[config.mk]
export PLATFORM = sky130hd
export DESIGN_NAME = dflow_qdr_sched_flat
export DESIGN_NICKNAME = d
export VERILOG_FILES = /design/src/rtl/dflow_qdr_pkg.sv /design/src/rtl/dflow_qdr_sched_if.sv /design/src/rtl/dflow_ret_fifo.sv /design/src/rtl/dflow_qdr_sched.sv /design/src/flat_wrapper.sv
export SDC_FILE = /design/constraint.sdc
export NUM_CORES = 2
export LEC_CHECK = 0
export BUFFER_PORTS_ARGS = -buffer_cell sky130_fd_sc_hd__buf_2
export CAP_MARGIN = 0
export CELL_PAD_IN_SITES_DETAIL_PLACEMENT = 1
export CELL_PAD_IN_SITES_GLOBAL_PLACEMENT = 1
export CORE_MARGIN = 4
export CORE_UTILIZATION = 56
export CTS_CLUSTER_DIAMETER = 120
export CTS_CLUSTER_SIZE = 8
export DETAILED_ROUTE_END_ITERATION = 12
export PLACE_DENSITY_LB_ADDON = 0.05
export SETUP_SLACK_MARGIN = 0.2
export SYNTH_ARGS = -nofsm -noshare
export SYNTH_HDL_FRONTEND = slang
export SYNTH_HIERARCHICAL = 1
export SYNTH_SLANG_ARGS = --single-unit
export TNS_END_PERCENT = 5
[constraint.sdc]
create_clock -name qdr_clk -period 24 [get_ports qdr_clk]
set_clock_uncertainty 0.05 [all_clocks]
set_input_delay 3.6 -clock qdr_clk [delete_from_list [all_inputs] [get_ports qdr_clk]]
set_output_delay 3.6 -clock qdr_clk [all_outputs]
set_load 0.02 [all_outputs]
[src/rtl/dflow_qdr_pkg.sv]
// Shared types and constants for the dflow QDR command scheduler.
// Imported by the scheduler, its bus interface and the testbench.
package dflow_qdr_pkg;

  localparam int DEF_ADDR_W   = 19;
  localparam int DEF_DATA_W   = 144;
  localparam int BLANK_CYCLES = 64;

  typedef enum logic [1:0] {
    IDLE,
    WR_PHASE,
    RD_PHASE
  } sched_state_e;

endpackage

[src/rtl/dflow_qdr_sched_if.sv]
// Requester, QDR user-app and read-return signals of the scheduler.
// slave = scheduler side, master = store/replay paths plus the QDR controller.
interface dflow_qdr_sched_if
  import dflow_qdr_pkg::*;
#(
  parameter int ADDR_W = DEF_ADDR_W,
  parameter int DATA_W = DEF_DATA_W
);
  logic              wr_req;
  logic [DATA_W-1:0] wr_data;
  logic              wr_gnt;
  logic              rd_req;
  logic              rd_gnt;
  logic              user_app_wr_cmd;
  logic [ADDR_W-1:0] user_app_wr_addr;
  logic [DATA_W-1:0] user_app_wr_data;
  logic              user_app_rd_cmd;
  logic [ADDR_W-1:0] user_app_rd_addr;
  logic              user_app_rd_valid;
  logic [DATA_W-1:0] user_app_rd_data;
  logic              ret_vld;
  logic [DATA_W-1:0] ret_data;
  logic              ret_ready;

  modport slave (
    input  wr_req, wr_data, rd_req, user_app_rd_valid, user_app_rd_data, ret_ready,
    output wr_gnt, rd_gnt, user_app_wr_cmd, user_app_wr_addr, user_app_wr_data,
           user_app_rd_cmd, user_app_rd_addr, ret_vld, ret_data
  );

  modport master (
    output wr_req, wr_data, rd_req, user_app_rd_valid, user_app_rd_data, ret_ready,
    input  wr_gnt, rd_gnt, user_app_wr_cmd, user_app_wr_addr, user_app_wr_data,
           user_app_rd_cmd, user_app_rd_addr, ret_vld, ret_data
  );

endinterface

[src/rtl/dflow_ret_fifo.sv]
// Synchronous first-word-fall-through FIFO for QDR read returns.
// A push on a full FIFO is accepted only together with a pop.
module dflow_ret_fifo #(
  parameter int DEPTH = 16,
  parameter int WIDTH = 144
) (
  input  logic                     qdr_clk,
  input  logic                     resetn,
  input  logic                     push,
  input  logic [WIDTH-1:0]         push_data,
  input  logic                     pop,
  output logic                     pop_vld,
  output logic [WIDTH-1:0]         pop_data,
  output logic [$clog2(DEPTH):0]   count
);
  localparam int AW = $clog2(DEPTH);

  logic [WIDTH-1:0] mem [DEPTH];
  logic [AW-1:0]    wr_idx;
  logic [AW-1:0]    rd_idx;
  logic             push_ok;
  logic             pop_ok;

  assign pop_vld  = (count != '0);
  assign pop_data = mem[rd_idx];
  assign pop_ok   = pop && pop_vld;
  assign push_ok  = push && ((count != (AW+1)'(DEPTH)) || pop_ok);

  // NOTE: storage has no reset; only the pointers and count define what is valid.
  always_ff @(posedge qdr_clk) begin
    if (push_ok) mem[wr_idx] <= push_data;
  end

  always_ff @(posedge qdr_clk) begin
    if (!resetn) begin
      wr_idx <= '0;
      rd_idx <= '0;
      count  <= '0;
    end else begin
      if (push_ok) wr_idx <= wr_idx + 1'b1;
      if (pop_ok)  rd_idx <= rd_idx + 1'b1;
      count <= count + (AW+1)'(push_ok) - (AW+1)'(pop_ok);
    end
  end

endmodule

[src/rtl/dflow_qdr_sched.sv]
// Shares the QDR user-app command port between the store (write) and replay (read)
// paths with weighted round-robin, a circular address window and credit-protected returns.
module dflow_qdr_sched
  import dflow_qdr_pkg::*;
#(
  parameter int ADDR_W    = DEF_ADDR_W,
  parameter int DATA_W    = DEF_DATA_W,
  parameter int WR_WEIGHT = 4,
  parameter int RD_WEIGHT = 4,
  parameter int RET_DEPTH = 16
) (
  input  logic              qdr_clk,
  input  logic              resetn,
  input  logic              sw_rst,
  input  logic              init_calib_complete,
  input  logic [ADDR_W-1:0] mem_addr_low,
  input  logic [ADDR_W-1:0] mem_addr_high,
  dflow_qdr_sched_if.slave  bus,
  output logic [ADDR_W:0]   fill_count,
  output logic              wrapped,
  output logic              rd_err
);
  localparam int CW = $clog2(RET_DEPTH) + 1;
  localparam int BW = $clog2(BLANK_CYCLES + 1);

  sched_state_e      state, state_nxt;
  logic [7:0]        burst_cnt;
  logic [ADDR_W-1:0] cfg_low, cfg_high, wr_ptr, rd_ptr;
  logic [ADDR_W:0]   win_size;
  logic [CW-1:0]     outstanding, ret_count;
  logic [BW-1:0]     blank_cnt;
  logic              core_rstn, cfg_bad, wr_elig, rd_elig, wr_gnt, rd_gnt;
  logic              wr_burst_done, rd_burst_done, wr_at_end, rd_at_end;
  logic              ret_push, rd_spurious;

  assign core_rstn = resetn && !sw_rst;
  assign cfg_bad   = (cfg_high < cfg_low);
  assign win_size  = {1'b0, cfg_high} - {1'b0, cfg_low} + (ADDR_W+1)'(1);

  // Reads stay blocked while blanking, so every return seen then is stale.
  assign wr_elig = bus.wr_req && init_calib_complete && !cfg_bad;
  assign rd_elig = bus.rd_req && init_calib_complete && !cfg_bad && (fill_count != '0)
                && (blank_cnt == '0)
                && (({1'b0, outstanding} + {1'b0, ret_count}) < (CW+1)'(RET_DEPTH));

  assign wr_gnt     = (state == WR_PHASE) && wr_elig;
  assign rd_gnt     = (state == RD_PHASE) && rd_elig;
  assign bus.wr_gnt = wr_gnt;
  assign bus.rd_gnt = rd_gnt;

  assign wr_burst_done = ({1'b0, burst_cnt} + 9'(wr_gnt)) >= 9'(WR_WEIGHT);
  assign rd_burst_done = ({1'b0, burst_cnt} + 9'(rd_gnt)) >= 9'(RD_WEIGHT);

  assign wr_at_end = (wr_ptr == cfg_high);
  assign rd_at_end = (rd_ptr == cfg_high)
                  || ({1'b0, rd_ptr} == {1'b0, cfg_low} + fill_count - (ADDR_W+1)'(1));

  assign ret_push    = bus.user_app_rd_valid && (blank_cnt == '0) && (outstanding != '0);
  assign rd_spurious = bus.user_app_rd_valid && (blank_cnt == '0) && (outstanding == '0);

  // NOTE: every signal assigned here gets a default first, so no latch is inferred.
  always_comb begin
    state_nxt = state;
    unique case (state)
      IDLE: begin
        if (wr_elig)      state_nxt = WR_PHASE;
        else if (rd_elig) state_nxt = RD_PHASE;
      end
      WR_PHASE: begin
        if (rd_elig && (!wr_elig || wr_burst_done)) state_nxt = RD_PHASE;
        else if (!wr_elig && !rd_elig)              state_nxt = IDLE;
      end
      RD_PHASE: begin
        if (wr_elig && (!rd_elig || rd_burst_done)) state_nxt = WR_PHASE;
        else if (!wr_elig && !rd_elig)              state_nxt = IDLE;
      end
      default: state_nxt = IDLE;
    endcase
    if (!init_calib_complete) state_nxt = IDLE;
  end

  // NOTE: state is updated with non-blocking assignments so all flops see pre-edge values.
  always_ff @(posedge qdr_clk) begin
    if (!core_rstn) begin
      state     <= IDLE;
      burst_cnt <= '0;
    end else begin
      state <= state_nxt;
      if (state_nxt != state)                        burst_cnt <= '0;
      else if ((wr_gnt || rd_gnt) && burst_cnt != '1) burst_cnt <= burst_cnt + 8'd1;
    end
  end

  // The window bounds follow the inputs for as long as the block is held in reset.
  always_ff @(posedge qdr_clk) begin
    if (!core_rstn) begin
      cfg_low  <= mem_addr_low;
      cfg_high <= mem_addr_high;
    end
  end

  always_ff @(posedge qdr_clk) begin
    if (!core_rstn) begin
      bus.user_app_wr_cmd  <= 1'b0;
      bus.user_app_wr_addr <= '0;
      bus.user_app_wr_data <= '0;
      bus.user_app_rd_cmd  <= 1'b0;
      bus.user_app_rd_addr <= '0;
      wr_ptr      <= mem_addr_low;
      rd_ptr      <= mem_addr_low;
      fill_count  <= '0;
      wrapped     <= 1'b0;
      rd_err      <= 1'b0;
      outstanding <= '0;
      blank_cnt   <= BW'(BLANK_CYCLES);
    end else begin
      bus.user_app_wr_cmd <= wr_gnt;
      bus.user_app_rd_cmd <= rd_gnt;
      if (wr_gnt) begin
        bus.user_app_wr_addr <= wr_ptr;
        bus.user_app_wr_data <= bus.wr_data;
        wr_ptr <= wr_at_end ? cfg_low : wr_ptr + 1'b1;
        if (wr_at_end)              wrapped    <= 1'b1;
        if (fill_count != win_size) fill_count <= fill_count + 1'b1;
      end
      if (rd_gnt) begin
        bus.user_app_rd_addr <= rd_ptr;
        rd_ptr <= rd_at_end ? cfg_low : rd_ptr + 1'b1;
      end
      outstanding <= outstanding + CW'(rd_gnt) - CW'(ret_push);
      if (rd_spurious)       rd_err    <= 1'b1;
      if (blank_cnt != '0)   blank_cnt <= blank_cnt - 1'b1;
    end
  end

  dflow_ret_fifo #(
    .DEPTH (RET_DEPTH),
    .WIDTH (DATA_W)
  ) u_ret_fifo (
    .qdr_clk   (qdr_clk),
    .resetn    (core_rstn),
    .push      (ret_push),
    .push_data (bus.user_app_rd_data),
    .pop       (bus.ret_ready),
    .pop_vld   (bus.ret_vld),
    .pop_data  (bus.ret_data),
    .count     (ret_count)
  );

endmodule

[src/flat_wrapper.sv]
// flat-port wrapper written by rule: the top's interface ports become plain ports
module dflow_qdr_sched_flat import dflow_qdr_pkg::*;
#(
  parameter int ADDR_W    = DEF_ADDR_W,
  parameter int DATA_W    = DEF_DATA_W,
  parameter int WR_WEIGHT = 4,
  parameter int RD_WEIGHT = 4,
  parameter int RET_DEPTH = 16
)
  (qdr_clk, resetn, sw_rst, init_calib_complete, mem_addr_low, mem_addr_high, fill_count, wrapped, rd_err, bus_wr_req, bus_wr_data, bus_rd_req, bus_user_app_rd_valid, bus_user_app_rd_data, bus_ret_ready, bus_wr_gnt, bus_rd_gnt, bus_user_app_wr_cmd, bus_user_app_wr_addr, bus_user_app_wr_data, bus_user_app_rd_cmd, bus_user_app_rd_addr, bus_ret_vld, bus_ret_data);
  dflow_qdr_sched_if #(.ADDR_W(ADDR_W), .DATA_W(DATA_W)) bus_i ();
  input  logic qdr_clk;
  input  logic resetn;
  input  logic sw_rst;
  input  logic init_calib_complete;
  input  logic [ADDR_W-1:0] mem_addr_low;
  input  logic [ADDR_W-1:0] mem_addr_high;
  output logic [ADDR_W:0] fill_count;
  output logic wrapped;
  output logic rd_err;
  input wire logic [$bits(bus_i.wr_req)-1:0] bus_wr_req;
  input wire logic [$bits(bus_i.wr_data)-1:0] bus_wr_data;
  input wire logic [$bits(bus_i.rd_req)-1:0] bus_rd_req;
  input wire logic [$bits(bus_i.user_app_rd_valid)-1:0] bus_user_app_rd_valid;
  input wire logic [$bits(bus_i.user_app_rd_data)-1:0] bus_user_app_rd_data;
  input wire logic [$bits(bus_i.ret_ready)-1:0] bus_ret_ready;
  output wire logic [$bits(bus_i.wr_gnt)-1:0] bus_wr_gnt;
  output wire logic [$bits(bus_i.rd_gnt)-1:0] bus_rd_gnt;
  output wire logic [$bits(bus_i.user_app_wr_cmd)-1:0] bus_user_app_wr_cmd;
  output wire logic [$bits(bus_i.user_app_wr_addr)-1:0] bus_user_app_wr_addr;
  output wire logic [$bits(bus_i.user_app_wr_data)-1:0] bus_user_app_wr_data;
  output wire logic [$bits(bus_i.user_app_rd_cmd)-1:0] bus_user_app_rd_cmd;
  output wire logic [$bits(bus_i.user_app_rd_addr)-1:0] bus_user_app_rd_addr;
  output wire logic [$bits(bus_i.ret_vld)-1:0] bus_ret_vld;
  output wire logic [$bits(bus_i.ret_data)-1:0] bus_ret_data;
  assign bus_i.wr_req = bus_wr_req;
  assign bus_i.wr_data = bus_wr_data;
  assign bus_i.rd_req = bus_rd_req;
  assign bus_i.user_app_rd_valid = bus_user_app_rd_valid;
  assign bus_i.user_app_rd_data = bus_user_app_rd_data;
  assign bus_i.ret_ready = bus_ret_ready;
  assign bus_wr_gnt = bus_i.wr_gnt;
  assign bus_rd_gnt = bus_i.rd_gnt;
  assign bus_user_app_wr_cmd = bus_i.user_app_wr_cmd;
  assign bus_user_app_wr_addr = bus_i.user_app_wr_addr;
  assign bus_user_app_wr_data = bus_i.user_app_wr_data;
  assign bus_user_app_rd_cmd = bus_i.user_app_rd_cmd;
  assign bus_user_app_rd_addr = bus_i.user_app_rd_addr;
  assign bus_ret_vld = bus_i.ret_vld;
  assign bus_ret_data = bus_i.ret_data;
  dflow_qdr_sched #(.ADDR_W(ADDR_W), .DATA_W(DATA_W), .WR_WEIGHT(WR_WEIGHT), .RD_WEIGHT(RD_WEIGHT), .RET_DEPTH(RET_DEPTH)) u_core (.qdr_clk(qdr_clk), .resetn(resetn), .sw_rst(sw_rst), .init_calib_complete(init_calib_complete), .mem_addr_low(mem_addr_low), .mem_addr_high(mem_addr_high), .bus(bus_i), .fill_count(fill_count), .wrapped(wrapped), .rd_err(rd_err));
endmodule
==> results.py <==
metrics = {
    "global_routing": {
        "grt_pass1_vias": 62600,
        "antenna_found_initial": 67,
        "grt_max_degree": 191,
        "grt_pass1_wl_um": 428000,
        "grt-ovfl-total": 0,
        "track_usage_pct": 30.6,
    },
    "pwr": {
        "switching_power_uw": 2330,
        "seqPwrFrac_pct": 47.8,
        "intPower_uw": 8240,
        "p_sw_share_pct": 22.1,
        "p_total_uw": 10600,
        "ir_drop_v": 0.0000758,
        "pwr-share-clk_pct": 44.0,
        "power_frac_comb_pct": 8.1,
        "power_leakage_uw": 0.0397,
        "p_per_area_nw_per_um2": 88.1,
    },
    "synth": {
        "ys_ff_latch": 2625,
        "postSynthCellCount": 5754,
        "synth_edf_count": 2380,
        "synthArstFlopShare_pct": 0,
        "syn_area_per_cell_um2": 18.0,
        "yosysUniqueCellTypes": 89,
        "synth_flop_cell": "edfxtp_1",
        "yosysSeqAreaShare_pct": 73.6,
        "synth_area_um2": 104000,
        "syn-num-nets": 6207,
        "yosysWarnings": 6,
    },
    "worst_setup_path": {
        "worstPathRequired_ns": 20.35,
        "arrival_ns": 5.97,
        "cp-end-kind": "output port",
        "r2r-start": "u_core/cfg_high[5]$_DFFE_PN_",
        "reg2regPathDepth": 22,
        "reg2reg_slack_ns": 17.60,
        "path_class": "in -> out",
        "reg2reg_to": "u_core/burst_cnt[6]$_SDFFE_PP0P_",
        "cp_max_fo": 22,
        "start_kind": "input port",
    },
    "layout": {
        "drive_above_1_share_pct": 26.3,
        "final_cell_mix": "2380 x edfxtp_1, 686 x buf_2, 518 x nand2_1, 490 x mux4_2, 386 x clkbuf_16",
        "final_common_cell": "edfxtp_1",
        "fin_area_um2": 120000,
        "syn2layout_area_growth_pct": 15.6,
        "multi_input_area_um2": 25600,
        "area.sequential_um2": 76400,
        "nets": 7045,
        "nFillCells": 15800,
    },
    "sta": {
        "tns_ns": 0,
        "setup_violations": 0,
        "grt_setup_unrepaired": "false",
        "fin_crit_sh_pct": 40.1,
        "worst_slew_pin_slew_ns": 1.31,
        "fmax_ghz": 0.104,
        "layout_setup_ws_ns": 14.38,
        "period_minus_slack_ns": 9.62,
        "hold_viol_final": 0,
        "slew_headroom_pct": 12.5,
        "drv_slew": 0,
    },
    "place": {
        "numPortBuffers": 686,
        "place_congestion": 0.907,
        "pre_cts_slack_ns": 14.39,
        "dpl-instance-area_um2": 110000,
        "hpwl_um": 166000,
    },
    "clock_tree": {
        "clock-sinks": 2625,
        "clockBufferDepth": 4,
        "cts_max_level": 5,
        "clk_pin_slew_ns": 0.05,
        "cts-root-buf": "clkbuf_16",
        "cts-buffers-inserted": 378,
        "cts_tree": "done",
        "cts-resized-gates": 0,
        "hold_buffers": 0,
        "clk_latency_ns": 0.95,
        "cts_setup_buffers": 0,
    },
    "die": {
        "dieWidth_um": 439,
        "dieArea_um2": 192000,
        "fp.dieH_um": 439,
        "core_um2": 184000,
        "rows": 157,
        "ioPinCount": 687,
        "initial_core_util_pct": 56.5,
    },
    "drt": {
        "postRouteAntennaNets": 0,
        "via_per_inst": 6.33,
        "wl_um": 293000,
        "vias": 58100,
        "drtIter0Drc": 5385,
        "first_pass_iters": 5,
        "wl_per_cell_um": 31.9,
        "post-route-drc-count": 0,
    },
    "hold_path": {
        "min_to": "u_core/bus.user_app_wr_data[92]$_SDFFE_PN0P_",
        "worstHoldStart": "u_core/bus.user_app_wr_data[92]$_SDFFE_PN0P_",
        "hold_path_class": "reg -> reg",
        "hold_depth": 2,
    },
    "run_status": {
        "status": "finished, final reports clean",
    },
    "flow_run": {
        "max_cap_viol_count": 0,
    },
}
metal layers:
layer  routed length [µm]  global-route usage (%)  part of all wire (%)
met5                  121                       0                 0.041
met4                12700                    12.7                   4.3
met2               150000                    52.5                    51
met1               109000                    38.6                    37
met3                21000                    5.55                   7.2
critical path, cell delays in order:
cell	delay [ns]
buf_2	0.10
inv_1	0.09
nor2_1	0.06
a21oi_1	0.53
or2_2	0.25
or3_1	0.87
inv_1	0.22
buf_2	0.23
cell families after synthesis:
| group | after synthesis | synth area share (%) |
|---|---|---|
| buffers and inverters | 447 | 1.93 |
| flip-flops | 2625 | 73.6 |
| multiplexers | 716 | 12.9 |
| adder cells (fa/ha/maj) | 119 | 1.52 |
| AO/OA/AOI/OAI | 788 | 4.96 |
| XOR/XNOR | 157 | 1.32 |
| AND/OR/NAND/NOR | 902 | 3.84 |
worst max-delay path by stage:
stage                                startpoint                                    end  slack, ns  depth (start not counted)
final                       init_calib_complete                             bus_rd_gnt      14.38                          8
after global routing                       flop                       bus_ret_data[35]      14.13                          7
after CTS                   init_calib_complete                             bus_rd_gnt      14.39                          8
after detailed placement    init_calib_complete                             bus_rd_gnt      14.39                          8
after global placement      init_calib_complete                             bus_rd_gnt      14.42                          8
after floorplan           bus_user_app_rd_valid  u_core/u_ret_fifo/mem[0][0]$_DFFE_PP_       9.28                          5
flip-flops by register name, indices dropped and copies added, names as in the netlist, 2 cells and up, named ones only:
signal	cells
u_core/wr_ptr	19
u_core/u_ret_fifo/count	5
u_core/rd_ptr	19
u_core/u_ret_fifo/rd_idx	4
u_core/outstanding	5
u_core/u_ret_fifo/mem	2304
u_core/cfg_low	19
u_core/bus.user_app_rd_addr	19
u_core/bus.user_app_wr_addr	19
u_core/burst_cnt	8
u_core/fill_count	20
u_core/cfg_high	19
u_core/bus.user_app_wr_data	144
u_core/state	2
u_core/blank_cnt	7
u_core/u_ret_fifo/wr_idx	4
power by group through the flow:
stage	logic [µW]	registers, µW	clock network, µW
floorplan	616	5110	0
global placement	841	5140	0
detailed placement	862	5140	0
CTS	870	5050	4740
global route	935	5050	4960
finish	860	5050	4650
final cells by class:
| cell class | count | share of cell area [%] |
|---|---|---|
| Sequential cell | 2625 | 63.7 |
| Multi-Input combinational cell | 2682 | 21.3 |
| Clock buffer | 478 | 8.34 |
| Timing Repair Buffer | 787 | 3.60 |
| Tap cell | 2464 | 2.57 |
| Inverter | 118 | 0.371 |
| Clock inverter | 5 | 0.0636 |
| Antenna cell | 21 | 0.0438 |
through the flow:
| step | hold slack [ns] | util (%) | std cells |
|---|---|---|---|
| 2_1_floorplan | 0.393 | - | 5754 |
| 3_3_place_gp | 0.388 | 59.8 | 8676 |
| 3_5_place_dp | 0.394 | 59.8 | 8676 |
| 4_1_cts | 0.401 | 65.3 | 9159 |
| 5_1_grt | 0.415 | 65.3 | 9174 |
| 6_report | 0.399 | 65.3 | 9180 |
cells in the mapped netlist, drive strengths merged (23+ instances only):
master / number / area [µm²]
nand3: 39 / 195
and3: 23 / 146
a21oi: 281 / 1410
ha: 107 / 1340
a211oi: 35 / 273
nand2: 518 / 1940
nor2b: 29 / 181
edfxtp: 2380 / 71500
o21ai: 67 / 339
mux4: 490 / 11000
dfxtp: 245 / 4900
buf: 165 / 940
o211ai: 27 / 203
nor2: 130 / 493
xnor2: 114 / 998
o22ai: 54 / 344
inv: 118 / 443
a22oi: 193 / 1450
and2: 24 / 150
mux2: 40 / 454
mux2i: 186 / 1860
xor2: 43 / 377
nand4: 34 / 213
clkbuf: 164 / 622
nor3: 43 / 220
Power figures use the tool's default switching activity.
